## config.mk

```make
export PLATFORM = sky130hd
export DESIGN_NAME = nibble_serial_add_ctrl
export DESIGN_NICKNAME = d
export VERILOG_FILES = /design/src/rtl/nibble_serial_add_ctrl_pkg.sv /design/src/rtl/nibble_serial_add_ctrl_slice_add4.sv /design/src/rtl/nibble_serial_add_ctrl.sv
export SDC_FILE = /design/constraint.sdc
export NUM_CORES = 1
export LEC_CHECK = 0
export BUFFER_PORTS_ARGS = -buffer_cell sky130_fd_sc_hd__buf_2
export CAP_MARGIN = 25
export CELL_PAD_IN_SITES_DETAIL_PLACEMENT = 0
export CELL_PAD_IN_SITES_GLOBAL_PLACEMENT = 2
export CORE_MARGIN = 4
export CORE_UTILIZATION = 32
export DETAILED_ROUTE_END_ITERATION = 10
export PLACE_DENSITY = 0.84
export SKIP_LAST_GASP = 1
export SYNTH_ARGS = -nofsm -noshare
export SYNTH_HDL_FRONTEND = slang
export SYNTH_SLANG_ARGS = --single-unit
```

## constraint.sdc

```tcl
create_clock -name Clk -period 3.98 [get_ports Clk]
set_clock_uncertainty 0.05 [all_clocks]
set_input_delay 0.199 -clock Clk [delete_from_list [all_inputs] [get_ports Clk]]
set_output_delay 0.199 -clock Clk [all_outputs]
set_load 0.1 [all_outputs]
```

## src/rtl/nibble_serial_add_ctrl_pkg.sv

```systemverilog
// -----------------------------------------------------------------------------
// nibble_serial_add_ctrl_pkg
// Shared definitions for the nibble-serial adder controller:
//   - SLICE_W : width of the time-shared adder slice (one nibble)
//   - state_e : controller FSM states (IDLE, RUN, DONE)
//   - full_add: single-bit full adder used to build the ripple slice
// -----------------------------------------------------------------------------
package nibble_serial_add_ctrl_pkg;

    localparam int SLICE_W = 4;

    typedef enum logic [1:0] {
        IDLE = 2'd0,
        RUN  = 2'd1,
        DONE = 2'd2
    } state_e;

    // Returns {carry_out, sum_bit}.
    function automatic logic [1:0] full_add(input logic x, input logic y, input logic ci);
        logic p;
        p = x ^ y;
        return {(x & y) | (ci & p), p ^ ci};
    endfunction

endpackage

```

## src/rtl/nibble_serial_add_ctrl_slice_add4.sv

```systemverilog
// -----------------------------------------------------------------------------
// slice_add4
// Combinational 4-bit ripple-carry adder built from a chain of full adders.
// Ports:
//   x, y  [3:0] in   nibble operands
//   cin         in   carry into bit 0
//   s     [3:0] out  nibble sum
//   cout        out  carry out of bit 3
// -----------------------------------------------------------------------------
module slice_add4
    import nibble_serial_add_ctrl_pkg::*;
(
    input  logic [SLICE_W-1:0] x,
    input  logic [SLICE_W-1:0] y,
    input  logic               cin,
    output logic [SLICE_W-1:0] s,
    output logic               cout
);

    always_comb begin
        logic [SLICE_W:0] c;
        logic [1:0]       fa;
        // NOTE: every output and local gets a value on every pass through the
        // block before it is read, so no latch can be inferred.
        c    = '0;
        s    = '0;
        fa   = '0;
        c[0] = cin;
        for (int i = 0; i < SLICE_W; i++) begin
            fa       = full_add(x[i], y[i], c[i]);
            s[i]     = fa[0];
            c[i+1]   = fa[1];
        end
        cout = c[SLICE_W];
    end

endmodule

```

## src/rtl/nibble_serial_add_ctrl.sv

```systemverilog
// -----------------------------------------------------------------------------
// nibble_serial_add_ctrl
// Adds two W-bit operands (W = 4*N_SLICES) by time-sharing one 4-bit ripple
// slice over N_SLICES cycles, least-significant nibble first.
//
// Optional feature macro: SUB_EN
//   When defined, the Sub port exists; Sub=1 computes A-B (B nibbles inverted,
//   carry preloaded with 1). Cout=1 then means "no borrow".
//   When undefined, the block only adds.
//
// Ports:
//   Clk         in   system clock, rising edge
//   Reset       in   synchronous, active-high reset
//   Start       in   begin an operation; honoured only in IDLE
//   A, B  [W]   in   operands, captured on accepted Start
//   Sub         in   subtract select (SUB_EN only), captured on accepted Start
//   Sum   [W]   out  result register, held until the next accepted Start
//   Cout        out  carry out of the top slice
//   Busy        out  high while in RUN or DONE
//   Done        out  one-cycle pulse: Sum/Cout are valid
//
// Timing: Start accepted at edge 0 -> slices processed at edges 1..N_SLICES ->
// Done high during the cycle after edge N_SLICES.
// -----------------------------------------------------------------------------
module nibble_serial_add_ctrl
    import nibble_serial_add_ctrl_pkg::*;
#(
    parameter  int N_SLICES = 4,
    localparam int W        = SLICE_W * N_SLICES
)(
    input  logic         Clk,
    input  logic         Reset,
    input  logic         Start,
    input  logic [W-1:0] A,
    input  logic [W-1:0] B,
`ifdef SUB_EN
    input  logic         Sub,
`endif
    output logic [W-1:0] Sum,
    output logic         Cout,
    output logic         Busy,
    output logic         Done
);

    localparam int CNT_W = (N_SLICES > 1) ? $clog2(N_SLICES) : 1;
    localparam int IDX_W = (W > 1) ? $clog2(W) : 1;
    localparam logic [CNT_W-1:0] LAST_SLICE = CNT_W'(N_SLICES - 1);

    // Subtract request as seen by the controller; tied low when the feature
    // is compiled out so the datapath reduces to a plain adder.
    logic sub_in;
`ifdef SUB_EN
    assign sub_in = Sub;
`else
    assign sub_in = 1'b0;
`endif

    // ---------------------------------------------------------------- state
    state_e           state_q, state_d;
    logic [CNT_W-1:0] cnt_q,   cnt_d;
    logic             carry_q, carry_d;
    logic             sub_q,   sub_d;
    logic [W-1:0]     a_q,     a_d;
    logic [W-1:0]     b_q,     b_d;
    logic [W-1:0]     sum_q,   sum_d;
    logic             cout_q,  cout_d;
    logic             busy_q,  busy_d;
    logic             done_q,  done_d;

    // ---------------------------------------------------------------- datapath
    logic [IDX_W-1:0]   slice_lsb;
    logic [SLICE_W-1:0] slice_x;
    logic [SLICE_W-1:0] slice_y;
    logic [SLICE_W-1:0] slice_s;
    logic               slice_co;

    always_comb begin
        slice_lsb = IDX_W'(int'(cnt_q) * SLICE_W);
        slice_x   = a_q[slice_lsb +: SLICE_W];
        // Subtraction: one's complement of B here plus the carry preload of 1
        // gives the two's complement of B.
        slice_y   = b_q[slice_lsb +: SLICE_W] ^ {SLICE_W{sub_q}};
    end

    slice_add4 u_slice (
        .x    (slice_x),
        .y    (slice_y),
        .cin  (carry_q),
        .s    (slice_s),
        .cout (slice_co)
    );

    // ---------------------------------------------------------------- next state
    always_comb begin
        state_d = state_q;
        cnt_d   = cnt_q;
        carry_d = carry_q;
        sub_d   = sub_q;
        a_d     = a_q;
        b_d     = b_q;
        sum_d   = sum_q;
        cout_d  = cout_q;
        busy_d  = busy_q;
        done_d  = 1'b0;

        unique case (state_q)
            IDLE: begin
                if (Start) begin
                    a_d     = A;
                    b_d     = B;
                    sub_d   = sub_in;
                    sum_d   = '0;
                    cout_d  = 1'b0;
                    cnt_d   = '0;
                    carry_d = sub_in;
                    busy_d  = 1'b1;
                    state_d = RUN;
                end
            end

            RUN: begin
                sum_d[slice_lsb +: SLICE_W] = slice_s;
                carry_d = slice_co;
                cnt_d   = cnt_q + CNT_W'(1);
                if (cnt_q == LAST_SLICE) begin
                    // Cout is loaded with the same value the carry register
                    // takes, so it is already valid while Done is high.
                    cout_d  = slice_co;
                    done_d  = 1'b1;
                    state_d = DONE;
                end
            end

            DONE: begin
                // Start is deliberately not examined here; it is only
                // accepted once back in IDLE.
                busy_d  = 1'b0;
                state_d = IDLE;
            end

            default: begin
                busy_d  = 1'b0;
                state_d = IDLE;
            end
        endcase
    end

    // ---------------------------------------------------------------- registers
    always_ff @(posedge Clk) begin
        // NOTE: non-blocking assignments so every flop samples the values
        // computed before this edge, independent of statement order.
        if (Reset) begin
            // NOTE: these are ordinary flops (no RAM), so clearing every one
            // of them, operands included, costs nothing and keeps the
            // post-reset state fully defined.
            state_q <= IDLE;
            cnt_q   <= '0;
            carry_q <= 1'b0;
            sub_q   <= 1'b0;
            a_q     <= '0;
            b_q     <= '0;
            sum_q   <= '0;
            cout_q  <= 1'b0;
            busy_q  <= 1'b0;
            done_q  <= 1'b0;
        end else begin
            state_q <= state_d;
            cnt_q   <= cnt_d;
            carry_q <= carry_d;
            sub_q   <= sub_d;
            a_q     <= a_d;
            b_q     <= b_d;
            sum_q   <= sum_d;
            cout_q  <= cout_d;
            busy_q  <= busy_d;
            done_q  <= done_d;
        end
    end

    assign Sum  = sum_q;
    assign Cout = cout_q;
    assign Busy = busy_q;
    assign Done = done_q;

endmodule

```

# Word-level counts from Yosys, hierarchy flattened

Cells that the tools add are included.

Bits in registers: 56
Input bits: 35
Output and inout port bits: 19

$add $sub $neg: 2
Eq/ne operators: 4
Shift-type cells: 4
Muxes and demuxes: 15
Bitwise gates (word level): 21
Reduce and logical (&&, ||, !) cells: 8

Operators by type and width:

| operator                                                               | count |
|---|---|
| 16-bit case mux with 2 select lines                                    | 1 |
| 16-bit by 5-bit indexed part select with 4-bit output                  | 2 |
| 16-bit bitwise mux                                                     | 1 |
| 16-bit 2-to-1 mux                                                      | 1 |
| 4-bit by 6-bit variable shift with 16-bit output, first input constant | 1 |
| 4-bit by 6-bit indexed part select with 16-bit output                  | 1 |
| 1-bit AND                                                              | 8 |
| 2-bit case mux with 2 select lines                                     | 2 |
| 2-bit AND reduction                                                    | 4 |
| 1-bit XOR                                                              | 8 |
| 2-bit 2-to-1 mux                                                       | 3 |
| 4-bit negator with 6-bit output                                        | 1 |
| 1-bit case mux with 2 select lines                                     | 3 |
| 1-bit 2-to-1 mux                                                       | 4 |
| 2-bit != test, second input constant                                   | 2 |
| 1-bit bitwise OR                                                       | 4 |
| 3-bit AND reduction                                                    | 1 |
| 2-bit by 1-bit adder with 2-bit output, second input constant          | 1 |
| 2-bit by 1-bit equality test with 1-bit output, second input constant  | 1 |
| 2-bit equality test, second input constant                             | 1 |
| 2-bit zero test                                                        | 1 |
| 2-bit nonzero test                                                     | 1 |
| 2-bit OR reduction                                                     | 1 |
| 1-bit NOT                                                              | 1 |

# Logic depth before layout (Yosys ltp)

Gate-level depths: netlist (run 1).

Depth after elaboration: 12
Mapped depth: 12
Gate-level depth less buffers: 11

# Modules after synthesis

Synthesis (run 1) repeated with hierarchy kept, for this count alone.

Cells, all modules: 257
Area, all modules: 2457.4 sq um

Modules (own cells, without submodules):

| module                 | times used | cells an instance | area an instance (sq um) |
|---|---|---|---|
| nibble_serial_add_ctrl | 1          | 243               | 2339.7 |
| slice_add4             | 1          | 14                | 117.6 |

# Worst setup path before layout (run 1)

OpenSTA, ideal clock, no wires.

Path type: flip-flop to flip-flop
Start: register cnt_q[0]
End: register sum_q[11], in the netlist Sum[11]
Arrival time: 2.649 ns
Setup slack: 1.164 ns
Stages on the path, launching flop included: 12
Buffers on the path: 1
Path through: dfxtp_1 buf_4 mux4_2 inv_1 fa_1 inv_1 fa_1 inv_1 fa_1 fa_1 nor2_1 a22o_1

Longest elaborated chain between the ends: 12
Elaborated cells between the ends (all ways): 24
Classes of those cells: add/sub (1); shift (4); mux (2); bitwise (17)

Ends and longest elaborated chain:

| item                                                                            | line                                                       | source |
|---|---|---|
| from (decl)                                                                     | nibble_serial_add_ctrl.sv:60                               | `logic [CNT_W-1:0] cnt_q, cnt_d;` |
| from (signal assigned)                                                          | nibble_serial_add_ctrl.sv:168                              | `cnt_q <= cnt_d;` |
| 16-bit by 5-bit indexed part select with 4-bit output, on equally long branches | nibble_serial_add_ctrl.sv:79, nibble_serial_add_ctrl.sv:82 |  |
| 1-bit XOR                                                                       | nibble_serial_add_ctrl_pkg.sv:21                           | `p = x ^ y;` |
| 1-bit AND                                                                       | nibble_serial_add_ctrl_pkg.sv:22                           | `return {(x & y) \| (ci & p), p ^ ci};` |
| 1-bit bitwise OR                                                                | nibble_serial_add_ctrl_pkg.sv:22                           |  |
| 1-bit AND                                                                       | nibble_serial_add_ctrl_pkg.sv:22                           |  |
| 1-bit bitwise OR                                                                | nibble_serial_add_ctrl_pkg.sv:22                           |  |
| 1-bit AND                                                                       | nibble_serial_add_ctrl_pkg.sv:22                           |  |
| 1-bit bitwise OR                                                                | nibble_serial_add_ctrl_pkg.sv:22                           |  |
| 1-bit XOR                                                                       | nibble_serial_add_ctrl_pkg.sv:22                           |  |
| 4-bit by 6-bit indexed part select with 16-bit output                           | nibble_serial_add_ctrl.sv:122                              | `sum_d[slice_lsb +: SLICE_W] = slice_s;` |
| 16-bit bitwise mux (*)                                                          | nibble_serial_add_ctrl.sv:122                              |  |
| 16-bit case mux with 2 select lines (*)                                         | nibble_serial_add_ctrl.sv:106                              | `unique case (state_q)` |
| to (signal assigned)                                                            | nibble_serial_add_ctrl.sv:173                              | `sum_q <= sum_d;` |
| to (decl)                                                                       | nibble_serial_add_ctrl.sv:65                               | `logic [W-1:0] sum_q, sum_d;` |

Mark *: on every way between the ends. The rest lies on a longest branch, timed or not.
A chain may end at the register's enable or synchronous reset.

# Worst setup path in the final report (run 1)

Start: register cnt_q[1]
End: register sum_q[11], in the netlist Sum[11]

The elaborated chain is that of the path after synthesis.

==> key figures, run 1 <==
Status
  • Outcome: finished, final reports clean

Power
  • Leak: 1.18 nW
  • Pwr dens: 401 mW/mm^2
  • VDD IR max: 135 uV

Yosys
  • Unique masters post-synth: 30
  • Async S/R FF share, synth: 0
  • Post-synth EDFFs: 0
  • Post-synth top area cell: dfxtp_1
  • Post-synthesis simple-gate area fraction: 0.171
  • Seq/Total Area, Yosys: 0.468
  • Avg Inst Size Synth: around 9.4 um^2
  • Post-Synth XOR/XNOR Area: 0
  • Share of the synthesized area in the top cell type: 0.468
  • Synth cell count leaders: nand2_1 (69), dfxtp_1 (56), a21oi_1 (40)
  • Synthesized-area fraction occupied by adder cells: 0.0543
  • Synth area leaders: dfxtp_1 (47%), nand2_1 (11%), a21oi_1 (8.4%)
  • Most frequent cell after synthesis: nand2_1
  • Post-synthesis compound-gate area fraction: 0.155
  • Post-Synthesis Net Count: about 300
  • Largest family of logic cells by synthesized area: simple AND/OR/NAND/NOR gates
  • Top_reg_cell synth: dfxtp_1
  • Post-synthesis register bit count: 56
  • Synth warn: 0
  • Mapped Cells: approximately 260
  • Post-Syn Area: ~0.0024 mm^2
  • Proportion of synthesized area in mux cells: 0.0940

Placement
  • HPWL after DPL: 4030 um
  • Final RePlAce weighted congestion: a little over 0.8
  • Area after DPL: 0.00272 mm^2
  • IO Port Bufs: between 50 and 60

Detailed routing
  • Vias per inst: 4.64
  • DR pass1 iterations: 4
  • Post-route ant nets: 0
  • Drt total wl: around 5500 um
  • Total number of vias: between 1500 and 2000
  • Initial drt markers: 96
  • DR WL/cell: around 14 um
  • Residual DRC: 0

GRT
  • Pin count of the biggest net entering global routing: 50
  • Initial antenna violation count: 0
  • GRT Overall Usage: 0.129
  • Vias in the first global route: 1793
  • Total gr overflow: 0
  • First-pass GRT wire length: 9070 um

Min path
  • Tightest Hold Check Type: primary input to flip-flop

Cells and area
  • Antenna diode instance count: 0
  • Share of layout cells above drive strength 1: 0.266
  • Fin area: 0.00288 mm^2
  • Filler cell count: between 700 and 800
  • Syn-to-layout area delta: 20.3%
  • # nets final: ~350
  • Final core utilization: 0.397

Floorplanning
  • Initial core utilization: 0.330
  • DIE WIDTH: between 90 and 100 um
  • Die H: 94.5 um
  • Row Count: 31
  • Core region area: between 0.007 and 0.008 mm^2
  • I/O Pins: 54
  • Die Area: 0.00894 mm^2

Setup path
  • Required @ worst endpoint: between 4 and 5 ns
  • CP cell instances: mux4_2 > inv_1 > fa_1 > inv_1 > fa_1 > inv_1 > fa_1 > fa_1 > nor2_1 > a22o_1
  • Setup CP Type: flip-flop to flip-flop
  • CP max FO: 12
  • Slowest cell on crit path: dfxtp_1
  • Startpoint types: flip-flop
  • Max stage delay on crit path: approximately 0.65 ns
  • WP buf/inv: 3
  • Cell mode on critical path: fa_1
  • CP top delay family: adder cells
  • Setup crit end kind: flip-flop
  • Worst EP arrival: between 3 and 4 ns

Clock tree
  • CTS max path bufs: 2
  • H-tree Lvls: 2
  • TritonCTS clock tree: done
  • Sink Count: 56
  • Clock Root Buffer: clkbuf_8
  • Clk_lat worst skew: 0.31 ns
  • Hold buffers post-CTS: 0
  • CTS clock-pin slew for the worst setup and hold paths: about 0.1 ns
  • Post-CTS Setup Bufs: 0
  • CTS resizes: 0
  • Total CTS buffers: 5

Timing
  • Total negative slack: 0 ns
  • Fin. max-slew vios: 0
  • Finish-stage setup viols: 0
  • Max Fclk: roughly 330 MHz
  • Fin crit share: 0.766
  • Hold Slack: between 0.06 and 0.07 ns
  • Final Hold Fails: 0
  • Tmin final: about 3.0 ns
  • Slew headroom: 0.394
  • RSZ-0062 raised after global routing: false
  • Worst-margin pin slew: 0.910 ns

Run
  • MaxCap Viol Count: 0
-- cells in the final DEF, fill, tap and decap left out --
cell and count:
a21oi_1 40, a22o_1 12, a22oi_1 2, a32oi_1 1, and2b_1 1, buf_16 1
buf_2 53, buf_4 1, buf_8 1, bufinv_16 1, clkbuf_8 6, clkinv_4 1
dfxtp_1 56, fa_1 4, ha_1 4, inv_1 15, mux2_2 4, mux4_2 8
nand2_1 69, nand3_1 1, nor2_1 8, nor2b_1 1, nor3_1 2, nor3_4 1
nor3b_4 2, nor4b_2 1, nor4bb_1 1, o21bai_1 1, o2bb2ai_1 4, or3b_1 1
or3b_4 1
-- cell type report --
type	instances	area, um^2	area share
inverter	15	56.3	0.0195
clock buffer	6	82.6	0.0287
tap	99	124	0.0430
timing repair buffer	56	315	0.109
multi-input combinational	169	1140	0.397
sequential	56	1120	0.389
clock inverter	2	38.8	0.0135
-- flip-flops by register name, summed over array words and instances, names as in the netlist --
name,cells
carry_q,1
b_q,16
Cout,1
Done,1
cnt_q,2
a_q,16
state_q,2
Sum,16
Busy,1
-- worst paths after layout --
kind         slack (ns)       to  depth (start not counted)      from
max reg2reg        0.93  Sum[11]                         10  cnt_q[1]
max                0.93  Sum[11]                         10  cnt_q[1]
min reg2reg        0.41  b_q[11]                          2   b_q[11]
min                0.07   a_q[7]                          3      A[7]
-- through the flow --
step           total power [W]  cells  setup WS (ns)
2_1_floorplan         0.000728    256           1.16
3_3_place_gp          0.000770    393           1.03
3_5_place_dp          0.000773    393          0.938
4_1_cts                0.00116    401          0.895
5_1_grt                0.00121    403          0.702
6_report               0.00116    403          0.932
-- per-layer routing --
layer  vias to the layer above  part of all wire  GRT usage
li1                        962                 -          -
met1                       850              0.51      0.188
met2                        52              0.42      0.188
met3                         4             0.055     0.0311
met4                         0            0.0096     0.0397
met5                         -                 0          0
-- tightest hold or removal path, delay by kind of cell --
kind | cells | cell delay [ns]
buffers and inverters | 1 | 0.09
and+or+nand+nor | 1 | 0.05
AOI/OAI and AO/OA | 1 | 0.05
-- power breakdown --
group	total [W]	internal, W	switching, W
combinational	0.000163	0.0000669	0.0000958
sequential	0.000602	0.000584	0.0000183
clock	0.000391	0.000206	0.000185
-- cells by family (layout without fill, tap and decap cells) --
kind of cell,after synthesis,in the layout
AOI/OAI and AO/OA,60,60
buffers and inverters,31,79
and+or+nand+nor,89,89
DFF,56,56
muxes,12,12
adders and majority gates,8,8
Note: power is estimated with default switching activity, not from simulation.
==> run 2, diff against run 1 <==
clock period = 3 ns   (was 3.98 ns; I/O delays follow)
==> run 2 against run 1 <==
Sequential share of layout area up 0.17 points. Largest power group unchanged. Wire length shrank 3.1%. Register-to-register slack lost 0.71 ns. Sequential power grew 32%. First-iteration DRC count shrank 20%. Combinational power up 31%. Via count down 0.59%. Die area stayed put. Worst setup slack got worse by 0.71 ns. Global-route usage down 0.17 points. Clock-buffer cell count down 1.
==> key figures, run 2 (synthesis results as in run 1) <==
Placement
  • HPWL after DPL: 3980 um (was 4030 um)
  • IO Port Bufs: 53 (unchanged)
  • Setup WS pre-CTS: 0.230 ns (was 0.938 ns)
  • Final RePlAce weighted congestion: 0.779 (was 0.815)

Floorplanning
  • DIE WIDTH: 94.5 um (unchanged)
  • Row Count: 31 (unchanged)
  • I/O Pins: 54 (unchanged)
  • Initial core utilization: 0.330 (unchanged)
  • Die H: 94.5 um (unchanged)
  • Die Area: 0.00894 mm^2 (unchanged)
  • Core region area: 0.00725 mm^2 (unchanged)

Setup path
  • Setup CP Type: flip-flop to flip-flop (unchanged)
  • Startpoint types: flip-flop (unchanged)
  • Worst EP arrival: 2.93 ns (was 3.20 ns)
  • CP max FO: 4 (was 12)
  • Required @ worst endpoint: 3.16 ns (was 4.13 ns)
  • Setup crit end kind: flip-flop (unchanged)

Cells and area
  • Multi-input gate area: 0.00114 mm^2 (unchanged)
  • Register area: 0.00112 mm^2 (unchanged)
  • # nets final: 349 (was 346)
  • Share of layout cells above drive strength 1: 0.270 (was 0.266)
  • Most frequent cells in the layout: nand2_1 (69), dfxtp_1 (56), buf_2 (53) (unchanged)
  • Syn-to-layout area delta: 19.7% (was 20.3%)
  • Filler cell count: 755 (was 764)
  • Antenna diode instance count: 0 (unchanged)
  • Commonest non-fill, non-tap cell in the layout: nand2_1 (unchanged)

Timing
  • Fin crit share: 0.925 (was 0.766)
  • Worst-margin pin slew: 0.892 ns (was 0.910 ns)
  • Finish-stage setup viols: 0 (unchanged)
  • Final Hold Fails: 0 (unchanged)
  • Max Fclk: 360 MHz (was 328 MHz)
  • Fin. max-slew vios: 0 (unchanged)
  • Tmin final: 2.78 ns (was 3.05 ns)
  • Setup ws final: 0.225 ns (was 0.932 ns)
  • Total negative slack: 0 ns (unchanged)
  • RSZ-0062 raised after global routing: false (unchanged)
  • Slew headroom: 0.405 (was 0.394)

Clock tree
  • CTS clock-pin slew for the worst setup and hold paths: 0.10 ns (about the same)
  • Clk_lat worst skew: 0.31 ns (about the same)
  • Sink Count: 56 (unchanged)
  • Post-CTS Setup Bufs: 0 (unchanged)
  • H-tree Lvls: 2 (unchanged)
  • Total CTS buffers: 5 (unchanged)
  • Clock Root Buffer: clkbuf_8 (unchanged)
  • TritonCTS clock tree: done (unchanged)
  • CTS max path bufs: 2 (unchanged)

Power
  • Pint: 0.00111 W (was 0.000857 W)
  • Gate power share: 0.142 (was 0.141)
  • VDD IR max: 215 uV (was 135 uV)
  • Flop pwr share: 0.531 (was 0.521)
  • P_sw: 0.000392 W (was 0.000299 W)
  • Pwr dens: 523 mW/mm^2 (was 401 mW/mm^2)
  • Clock Power Share: 0.327 (was 0.338)
  • Leak: 1.17 nW (was 1.18 nW)
  • Sw Ratio: 0.262 (was 0.258)

GRT
  • Met1 Use GR: 0.178 (was 0.188)
  • Met3 Usage GRT: 0.0311 (unchanged)
  • Pin count of the biggest net entering global routing: 50 (unchanged)
  • Total gr overflow: 0 (unchanged)
  • Vias in the first global route: 1887 (was 1793)
  • Layer with the highest usage: met2 (unchanged)
  • GRT Overall Usage: 0.127 (was 0.129)
  • First-pass GRT wire length: 8890 um (was 9070 um)
  • Met2 Usage GRT: 0.194 (was 0.188)
  • Initial antenna violation count: 0 (unchanged)

Detailed routing
  • DR WL/cell: 13.1 um (was 13.7 um)
  • DR pass1 iterations: 4 (unchanged)
  • Post-route ant nets: 0 (unchanged)
  • Residual DRC: 0 (unchanged)
  • Drt total wl: 5330 um (was 5500 um)
  • Vias per inst: 4.57 (was 4.64)
  • Initial drt markers: 77 (was 96)
  • Total number of vias: 1857 (was 1868)

Run
  • MaxCap Viol Count: 0 (unchanged)

Min path
  • Tightest Hold Check Type: primary input to flip-flop (unchanged)

Status
  • Outcome: finished, final reports clean (unchanged)
==> run 2: final timing paths <==
check           start       to  slack, ns  depth (start not counted)
max reg2reg  cnt_q[0]  Sum[11]       0.22                         10
min              B[9]   b_q[9]      0.009                          3
min reg2reg    a_q[6]   a_q[6]       0.41                          2
max          cnt_q[0]  Sum[11]       0.22                         10
==> run 2: timing repair <==
| action | in CTS | in global routing |
|---|---|---|
| endpoints found under the hold margin | 1 | 0 |
| resized for setup | 0 | 0 |
| hold buffers | 1 | 0 |
==> run 2: power groups by stage <==
stage / Combinational (W) / Sequential [W] / Clock [W]
after floorplan: 0.000139 / 0.000827 / 0
after global placement: 0.000213 / 0.000813 / 0
after detailed placement: 0.000214 / 0.000813 / 0
after CTS: 0.000216 / 0.000796 / 0.000508
after global routing: 0.000239 / 0.000800 / 0.000531
final: 0.000214 / 0.000796 / 0.000490
==> run 2: layout make-up <==
| cell class | count | share of cell area |
|---|---|---|
| inverters | 15 | 0.0196 |
| clock inverters | 3 | 0.0148 |
| clock buffers | 5 | 0.0240 |
| flip-flops and latches | 56 | 0.391 |
| multi-input cells | 169 | 0.399 |
| repair buffers | 59 | 0.109 |
| well taps | 99 | 0.0432 |
==> run 2: through the flow <==
step / total power (W) / instances / utilization / instance area [um^2] / hold slack [ns]
after floorplan: 0.000966 / 256 / - / 2400 / 0.236
after global placement: 0.00103 / 397 / 0.379 / 2750 / 0.346
after detailed placement: 0.00103 / 397 / 0.379 / 2750 / 0.345
after CTS: 0.00152 / 406 / 0.396 / 2870 / 0.000374
after global routing: 0.00157 / 406 / 0.396 / 2870 / 0.00710
final: 0.00150 / 406 / 0.396 / 2870 / 0.00888
==> run 2: layer usage <==
| layer | wire length, um | share of wire |
|---|---|---|
| met5 | 0 | 0 |
| met4 | 55 | 0.010 |
| met3 | 316 | 0.059 |
| met2 | 2340 | 0.44 |
| met1 | 2610 | 0.49 |
==> run 2: critical path: stages (launching register included) <==
cell,delay [ns]
dfxtp_1,0.37
mux4_2,0.34
inv_1,0.05
fa_1,0.38
inv_1,0.08
fa_1,0.15
inv_1,0.05
fa_1,0.37
fa_1,0.51
nor2_1,0.08
a22o_1,0.25
